### src/rtl/grid_pkg.sv
// Shared constants and encodings for the battleship grid memory and the
// shot sequencer.
package grid_pkg;
  localparam int GRID_SIZE   = 10;
  localparam int CELLS       = GRID_SIZE * GRID_SIZE;
  localparam int SLOT_PERIOD = 4;
  localparam int SHIP_CELLS  = 17;

  localparam logic [1:0] EMPTY = 2'd0;
  localparam logic [1:0] SHIP  = 2'd1;
  localparam logic [1:0] MISS  = 2'd2;
  localparam logic [1:0] HIT   = 2'd3;

  typedef enum logic [2:0] {
    ST_IDLE, ST_RD_REQ, ST_RD_WAIT, ST_DECIDE, ST_WR_REQ, ST_DONE
  } state_t;
endpackage

### src/rtl/cursor_mover.sv
// Next cursor index from one-cycle move strobes; wraps on every grid edge.
// Priority up > down > left > right.
module cursor_mover
  import grid_pkg::*;
(
  input  logic       up,
  input  logic       down,
  input  logic       left,
  input  logic       right,
  input  logic [6:0] cur,
  output logic [6:0] nxt
);
  localparam logic [3:0] LAST = 4'(GRID_SIZE - 1);

  logic [3:0] row, col, row_n, col_n;

  assign row = 4'(cur / 7'(GRID_SIZE));
  assign col = 4'(cur % 7'(GRID_SIZE));

  always_comb begin
    row_n = row;
    col_n = col;
    if (up)         row_n = (row == 4'd0) ? LAST : row - 4'd1;
    else if (down)  row_n = (row == LAST) ? 4'd0 : row + 4'd1;
    else if (left)  col_n = (col == 4'd0) ? LAST : col - 4'd1;
    else if (right) col_n = (col == LAST) ? 4'd0 : col + 4'd1;
  end

  assign nxt = 7'(row_n) * 7'(GRID_SIZE) + 7'(col_n);
endmodule

### src/rtl/fire_ctrl.sv
// Shot sequencer: cursor, fire read-modify-write on the grid RAM, and
// time-slotted sharing of the single RAM port with the display scan.
module fire_ctrl
  import grid_pkg::*;
(
  input  logic       clk,
  input  logic       reset,
  input  logic       btn_up,
  input  logic       btn_down,
  input  logic       btn_left,
  input  logic       btn_right,
  input  logic       btn_fire,
  input  logic [6:0] scan_cor,
  output logic [1:0] cell_state_disp,
  output logic [6:0] cursor_cor,
  output logic [6:0] mem_addr,
  output logic       mem_we,
  output logic [1:0] mem_wdata,
  input  logic [1:0] mem_rdata,
  output logic       shot_valid,
  output logic       shot_hit,
  output logic       shot_repeat,
  output logic [4:0] hits_count,
  output logic       game_over
);
  localparam int SW = $clog2(SLOT_PERIOD);

  logic [4:0]    btn, btn_q, edg;
  logic [SW-1:0] slot_cnt;
  logic          slot_last, ctrl_drive, scan_oob;
  state_t        state;
  logic [6:0]    target, cur_nxt;
  logic [1:0]    wdata_q;
  logic          hit_q;
  // own_q/oob_q describe the address now on the port; cap_* is one stage later
  // when the matching read data arrives.
  logic          own_q, oob_q, cap_vld, cap_oob;

  assign btn        = {btn_fire, btn_right, btn_left, btn_down, btn_up};
  assign edg        = btn & ~btn_q;
  assign slot_last  = (slot_cnt == SW'(SLOT_PERIOD - 1));
  assign ctrl_drive = slot_last && (state == ST_RD_REQ || state == ST_WR_REQ);
  assign scan_oob   = (scan_cor >= 7'(CELLS));

  cursor_mover u_mv (
    .up(edg[0]), .down(edg[1]), .left(edg[2]), .right(edg[3]),
    .cur(cursor_cor), .nxt(cur_nxt)
  );

  always_ff @(posedge clk or negedge reset) begin
    if (!reset) begin
      btn_q           <= '0;
      slot_cnt        <= '0;
      cursor_cor      <= '0;
      mem_addr        <= '0;
      mem_we          <= 1'b0;
      mem_wdata       <= '0;
      own_q           <= 1'b0;
      oob_q           <= 1'b0;
      cap_vld         <= 1'b0;
      cap_oob         <= 1'b0;
      cell_state_disp <= EMPTY;
      state           <= ST_IDLE;
      target          <= '0;
      wdata_q         <= '0;
      hit_q           <= 1'b0;
      shot_valid      <= 1'b0;
      shot_hit        <= 1'b0;
      shot_repeat     <= 1'b0;
      hits_count      <= '0;
      game_over       <= 1'b0;
    end else begin
      btn_q    <= btn;
      slot_cnt <= slot_last ? '0 : slot_cnt + 1'b1;
      if (|edg[3:0]) cursor_cor <= cur_nxt;

      if (ctrl_drive) begin
        mem_addr  <= target;
        mem_we    <= (state == ST_WR_REQ);
        mem_wdata <= wdata_q;
        own_q     <= 1'b0;
      end else begin
        mem_addr  <= scan_oob ? 7'd0 : scan_cor;
        mem_we    <= 1'b0;
        mem_wdata <= '0;
        own_q     <= 1'b1;
        oob_q     <= scan_oob;
      end
      cap_vld <= own_q;
      cap_oob <= oob_q;
      if (cap_vld) cell_state_disp <= cap_oob ? EMPTY : mem_rdata;

      shot_valid <= 1'b0;
      case (state)
        ST_IDLE:
          if (edg[4] && !game_over) begin
            target <= cursor_cor;
            state  <= ST_RD_REQ;
          end
        ST_RD_REQ:  if (slot_last) state <= ST_RD_WAIT;
        ST_RD_WAIT: state <= ST_DECIDE;
        ST_DECIDE: begin
          hit_q   <= (mem_rdata == SHIP);
          wdata_q <= (mem_rdata == SHIP) ? HIT : MISS;
          if (mem_rdata[1]) begin
            state       <= ST_DONE;
            shot_valid  <= 1'b1;
            shot_hit    <= 1'b0;
            shot_repeat <= 1'b1;
          end else begin
            state <= ST_WR_REQ;
          end
        end
        ST_WR_REQ:
          if (slot_last) begin
            state       <= ST_DONE;
            shot_valid  <= 1'b1;
            shot_hit    <= hit_q;
            shot_repeat <= 1'b0;
            if (hit_q && hits_count < 5'(SHIP_CELLS)) begin
              hits_count <= hits_count + 5'd1;
              if (hits_count == 5'(SHIP_CELLS - 1)) game_over <= 1'b1;
            end
          end
        ST_DONE: begin
          shot_hit    <= 1'b0;
          shot_repeat <= 1'b0;
          state       <= ST_IDLE;
        end
        default: state <= ST_IDLE;
      endcase
    end
  end
endmodule

### config.mk
export PLATFORM = sky130hd
export DESIGN_NAME = fire_ctrl
export DESIGN_NICKNAME = d
export VERILOG_FILES = /design/src/rtl/grid_pkg.sv /design/src/rtl/cursor_mover.sv /design/src/rtl/fire_ctrl.sv
export SDC_FILE = /design/constraint.sdc
export NUM_CORES = 1
export LEC_CHECK = 0
export BUFFER_PORTS_ARGS = -buffer_cell sky130_fd_sc_hd__buf_4
export CORE_MARGIN = 3
export CORE_UTILIZATION = 50
export DETAILED_ROUTE_END_ITERATION = 8
export GPL_TIMING_DRIVEN = 0
export HOLD_SLACK_MARGIN = 0.08
export PLACE_DENSITY = 0.73
export SYNTH_ARGS = -nofsm -noshare
export SYNTH_HDL_FRONTEND = slang
export SYNTH_HIERARCHICAL = 1
export SYNTH_SLANG_ARGS = --single-unit
export TNS_END_PERCENT = 50
### constraint.sdc
create_clock -name clk -period 5.2 [get_ports clk]
set_input_delay 0.52 -clock clk [delete_from_list [all_inputs] [get_ports clk]]
set_output_delay 0.52 -clock clk [all_outputs]
set_load 0.01 [all_outputs]
# After elaboration in Yosys (flattened, before gate mapping)
# Index checks and enable logic that the tools add are counted.
# word_totals
ff_bits	52
input_bits	16
output_inout_bits	28
elab_cells	95
# classes
addsub	7
multipliers	1
n_div	2
order_cmp	2
eq_ne	14
muxes	32
bitwise_logic	2
reduce_logical	15
# ops
operator	n
$mux 4	10
$pmux 3 s5	1
$mux 7	2
$mux 1	10
$mux 3	3
$reduce_and 3->1	3
$add 4x1->4 const B	2
$eq 4x4->1 const B	2
$logic_not 4->1	2
$ne 2x2->1 const B	4
$sub 4x1->4 const B	2
$add 7x4->7	1
$div 7x4->7 const B	1
$ge 7x7->1 const B	1
$mod 7x4->7 const B	1
$eq 3x2->1 const B	2
$eq 3x3->1 const B	2
$mul 4x3->6 const B	1
$mux 2	3
$pmux 1 s3	2
$add 5x1->5 const B	1
$and 5x5->5	1
$eq 5x5->1 const B	1
$lt 5x5->1 const B	1
other kinds (14)	16

# Depth between registers and ports, before layout
# depth
ltp_word	8
ltp_mapped	27

# Modules after synthesis
# Netlist, hierarchy kept.
# modules_own_cells
module	instances	cells_each	area_each_um2	seq_area_each_um2
fire_ctrl	1	152	2037.0	1276.2
cursor_mover	1	239	1690.4	0.0

# Worst setup path before layout
# Ideal clock, no wire load.
# synth_timing
kind	register -> register
start	register cursor_cor[5]
end	register cursor_cor[6]
setup_ns	0.125
arrival_ns	5.243
required_time_ns	5.075
slack_ns	-0.167
path_stages_with_launch	25
n_path_buf	3
synth_period_minus_slack_ns	5.367
cell_sequence	dfrtp_1 > buf_2 > clkbuf_1 > a21oi_1 > or3_1 > a21oi_1 > ha_1 > buf_2 > and2_1 > o32ai_2 > o31ai_2 > nand4_2 > ha_1 > o211ai_1 > a21oi_1 > o22ai_1 > a21boi_0 > ha_1 > ha_1 > inv_1 > fa_1 > nor3b_1 > xor2_1 > xnor2_1 > mux2_2
# synth_between
elab_chain_cells	8
word_cells_on_any_way	22
# synth_lines
element	line	rtl
start, declared	fire_ctrl.sv:15	output logic [6:0] cursor_cor,
start signal, assigned	fire_ctrl.sv:75	if (|edg[3:0]) cursor_cor <= cur_nxt;
branches (longest 7 deep; another with $div 7x4->7)	-	
$add 7x4->7 (*)	cursor_mover.sv:29	assign nxt = 7'(row_n) * 7'(GRID_SIZE) + 7'(col_n);
named net cur_nxt[6]	fire_ctrl.sv:32	logic [6:0] target, cur_nxt;
# Mark *: on every way through the listed nets, which the timed path passes.
# A chain may end at the register's enable or synchronous reset.

# Final worst setup path
# layout_timing
start	register cursor_cor[6]
end	register cursor_cor[6]
# The elaborated chain is that of the path after synthesis.

==> impl_metrics.toml <==
[yosys]
ys_top_cells_by_area = "dfrtp_1 (34%), ha_1 (5.4%), mux2_2 (3.9%), o21ai_0 (3.0%), mux2_4 (2.8%)"
yosysTopAreaCell = "dfrtp_1"
synth.ff_latch_count = 51
syn_area_per_cell_um2 = 9.533
yosysUniqueCellTypes = 74
syn_nets = 425
syn_inst = 391
synth-edff-count = 0
post-synth-top-count-cell = "dfrtp_1"
synth_top_cell_area_share_pct = 34.24
ys.flop_type = "dfrtp_1"
yosysWarnings = 6
synth_common_cells = "dfrtp_1 (51), nand2_1 (22), nor2_1 (22), o21ai_0 (22), inv_1 (21)"
ys_async_sr_fraction_pct = 100.0
seq_area_frac_synth_pct = 34.24
netlist_area_um2 = 3727

[detailed_routing]
vias = 3427
via_per_inst = 6.120
ant_nets = 0
drt_iter0_drc = 243
wl_mm = 9.867
wl_per_cell_um = 17.62
firstDrtPassIters = 5
post-route-drc-count = 0

[placement]
place_congestion = 0.9902
io_buffer_count = 43
post-dp-hpwl_mm = 6.774
place_area_um2 = 4172

[worst_setup_path]
critPathKind = "reg -> reg"
start_kind = "flop"
crit_path_frequent_cell = "buf_6"
cp.arrival_ns = 5.37
slowest_delay_ns = 0.45
cpMaxStageDelayCell = "dfrtp_2"
worstPathRequired_ns = 5.39
cp_max_fo = 10
critPathCaptureType = "flop"
cp_cell_sequence = "buf_6 -> buf_6 -> buf_6 -> or3_1 -> a21oi_2 -> ha_2 -> buf_6 -> nor2b_4 -> o32ai_4 -> o31ai_4 -> nand4_4 -> ha_2 -> o211ai_1 -> a21oi_1 -> o22ai_1 -> a21boi_4 -> ha_4 -> ha_4 -> inv_2 -> fa_1 -> nor3b_2 -> xor2_1 -> xnor2_1 -> mux2_4"

[sta]
max_slew_margin_pct = 43.56
drv_slew = 0
period_needed_ns = 5.179
min_period_over_period_pct = 99.61
setup_viol = 0
tightest_slew_ns = 0.8450
grt_setup_unrepaired = "true"
finalHoldViolCount = 0
skew_ns = 0.01290
fmax_ghz = 0.1931

[grt]
gr-usage-all-layers_pct = 22.74
grt_pass1_wl_mm = 15.74
globalRouteOverflowTotal = 0
antenna_found_initial = 0
grt_max_degree = 52
first_global_vias = 3190

[clocking]
path_clk_slew_ns = 0.10
clk_path_buf_depth = 2
cts.sinks = 51
ctsHoldBuffers = 0
cts-root-buf = "clkbuf_8"
clk_latency_ns = 0.30
cts_inserted_buffers = 5
cts_max_level = 2
cts_tree = "done"

[floorplanning]
die_x_um = 92.34
dieArea_um2 = 8527
coreArea_um2 = 7019
start_util_pct = 53.10
rows = 30
die_h_um = 92.34
ios = 44

[run]
cap_violations = 0

[cells_and_area]
synthToLayoutAreaGrowth_pct = 26.35
design_area_um2 = 4710
diodes = 0
nets = 498
drive_above_1_share_pct = 34.70
final_util_pct = 67.09

[min_path]
hp-class = "in -> async"

[run_status]
status = "finished clean"
## state kept, by name, summed over array words and instances, names as in the netlist
name,flops
game_over,1
mem_we,1
state,3
slot_cnt,2
shot_hit,1
mem_wdata,2
mem_addr,7
wdata_q,2
cap_vld,1
own_q,1
target,7
cell_state_disp,2
shot_valid,1
cap_oob,1
cursor_cor,7
btn_q,5
oob_q,1
shot_repeat,1
hits_count,5
## kinds of logic (layout without fill, tap and decap cells)
| logic type | after synthesis | in the layout | synth area share, % |
|---|---|---|---|
| buffers and inverters | 48 | 121 | 6.109 |
| and+or+nand+nor | 131 | 131 | 20.95 |
| muxes | 20 | 20 | 6.747 |
| adders and majority gates | 18 | 18 | 6.445 |
| AOI/OAI and AO/OA | 110 | 110 | 22.26 |
| xor gates and xnor gates | 13 | 13 | 3.256 |
| DFF | 51 | 51 | 34.24 |
## metal layers
| layer | vias to the layer above | global-route usage [%] | share of wire [%] |
|---|---|---|---|
| met4 | 0 | 6.807 | 1.2 |
| met1 | 1667 | 32.58 | 46 |
| met3 | 14 | 5.605 | 7.1 |
| met5 | - | 0 | 0 |
| li1 | 1607 | - | - |
| met2 | 139 | 33.90 | 46 |
## cell usage in the layout, fill, tap and decap left out, types with 7 or more instances in the layout
master	netlist	layout
buf_4	2	67
dfrtp_1	51	47
nor2_1	22	22
nand2_1	22	21
o21ai_0	22	21
inv_1	21	18
nor2b_1	13	12
nand3_1	11	11
a21oi_1	15	10
buf_6	3	10
mux2_4	7	10
mux2_2	13	10
nand2b_1	11	9
ha_1	16	9
buf_2	14	8
xnor2_1	8	8
o211ai_1	7	7
## path summary, 6_finish.rpt
| kind | start | to | slack, ns | cells after the start |
|---|---|---|---|---|
| worst max-delay path | cursor_cor[6] | cursor_cor[6] | 0.02 | 24 |
| worst min-delay path | reset | cell_state_disp[1] | 0.23 | 1 |
| worst max register to register | cursor_cor[6] | cursor_cor[6] | 0.02 | 24 |
| worst min register to register | own_q | cap_vld | 0.36 | 0 |
| max in group asynchronous | reset | cursor_cor[5] | 4.52 | 1 |
| min in group clk | btn_right | btn_q[3] | 0.33 | 1 |
## worst max-delay path: cells and delay by family (launching register included)
family,cells,cell delay [ns]
adders and majority gates,5,1.27
AOI/OAI and AO/OA,7,1.24
and+or+nand+nor,4,0.94
buffers and inverters,5,0.56
DFF,1,0.45
xor gates and xnor gates,2,0.33
muxes,1,0.26
## what timing repair did
item / 4_1_cts / 5_1_grt
resized for setup: 30 / 33
buffers inserted: 13 / 11
gates cloned: 1 / 0
pin swaps: 6 / 17
setup endpoints to repair: 3 / 2
## through the flow
stage                     std cells  setup TNS, ns  hold slack (ns)  setup slack (ns)
after floorplan                 391              0           0.2244          0.002829
after global placement          530        -0.9232           0.3331           -0.6695
after detailed placement        530         -1.194           0.3427           -0.7673
after CTS                       549              0           0.2498          0.003300
after global routing            560        -0.1553           0.2619           -0.1449
final                           560              0           0.2274           0.02052
## cell type report
type                       count  area [µm²]
timing repair buffer          68       511.7
clock inverter                 2       37.54
tap                           96       120.1
inverter                      21       85.08
clock buffer                   5       68.82
fill                         576        2310
multi-input combinational    292        2415
buffer                        25       190.2
sequential                    51        1281
Power is not shown: default switching activity piles up to over one toggle a cycle in this logic, so the estimate is an artifact.
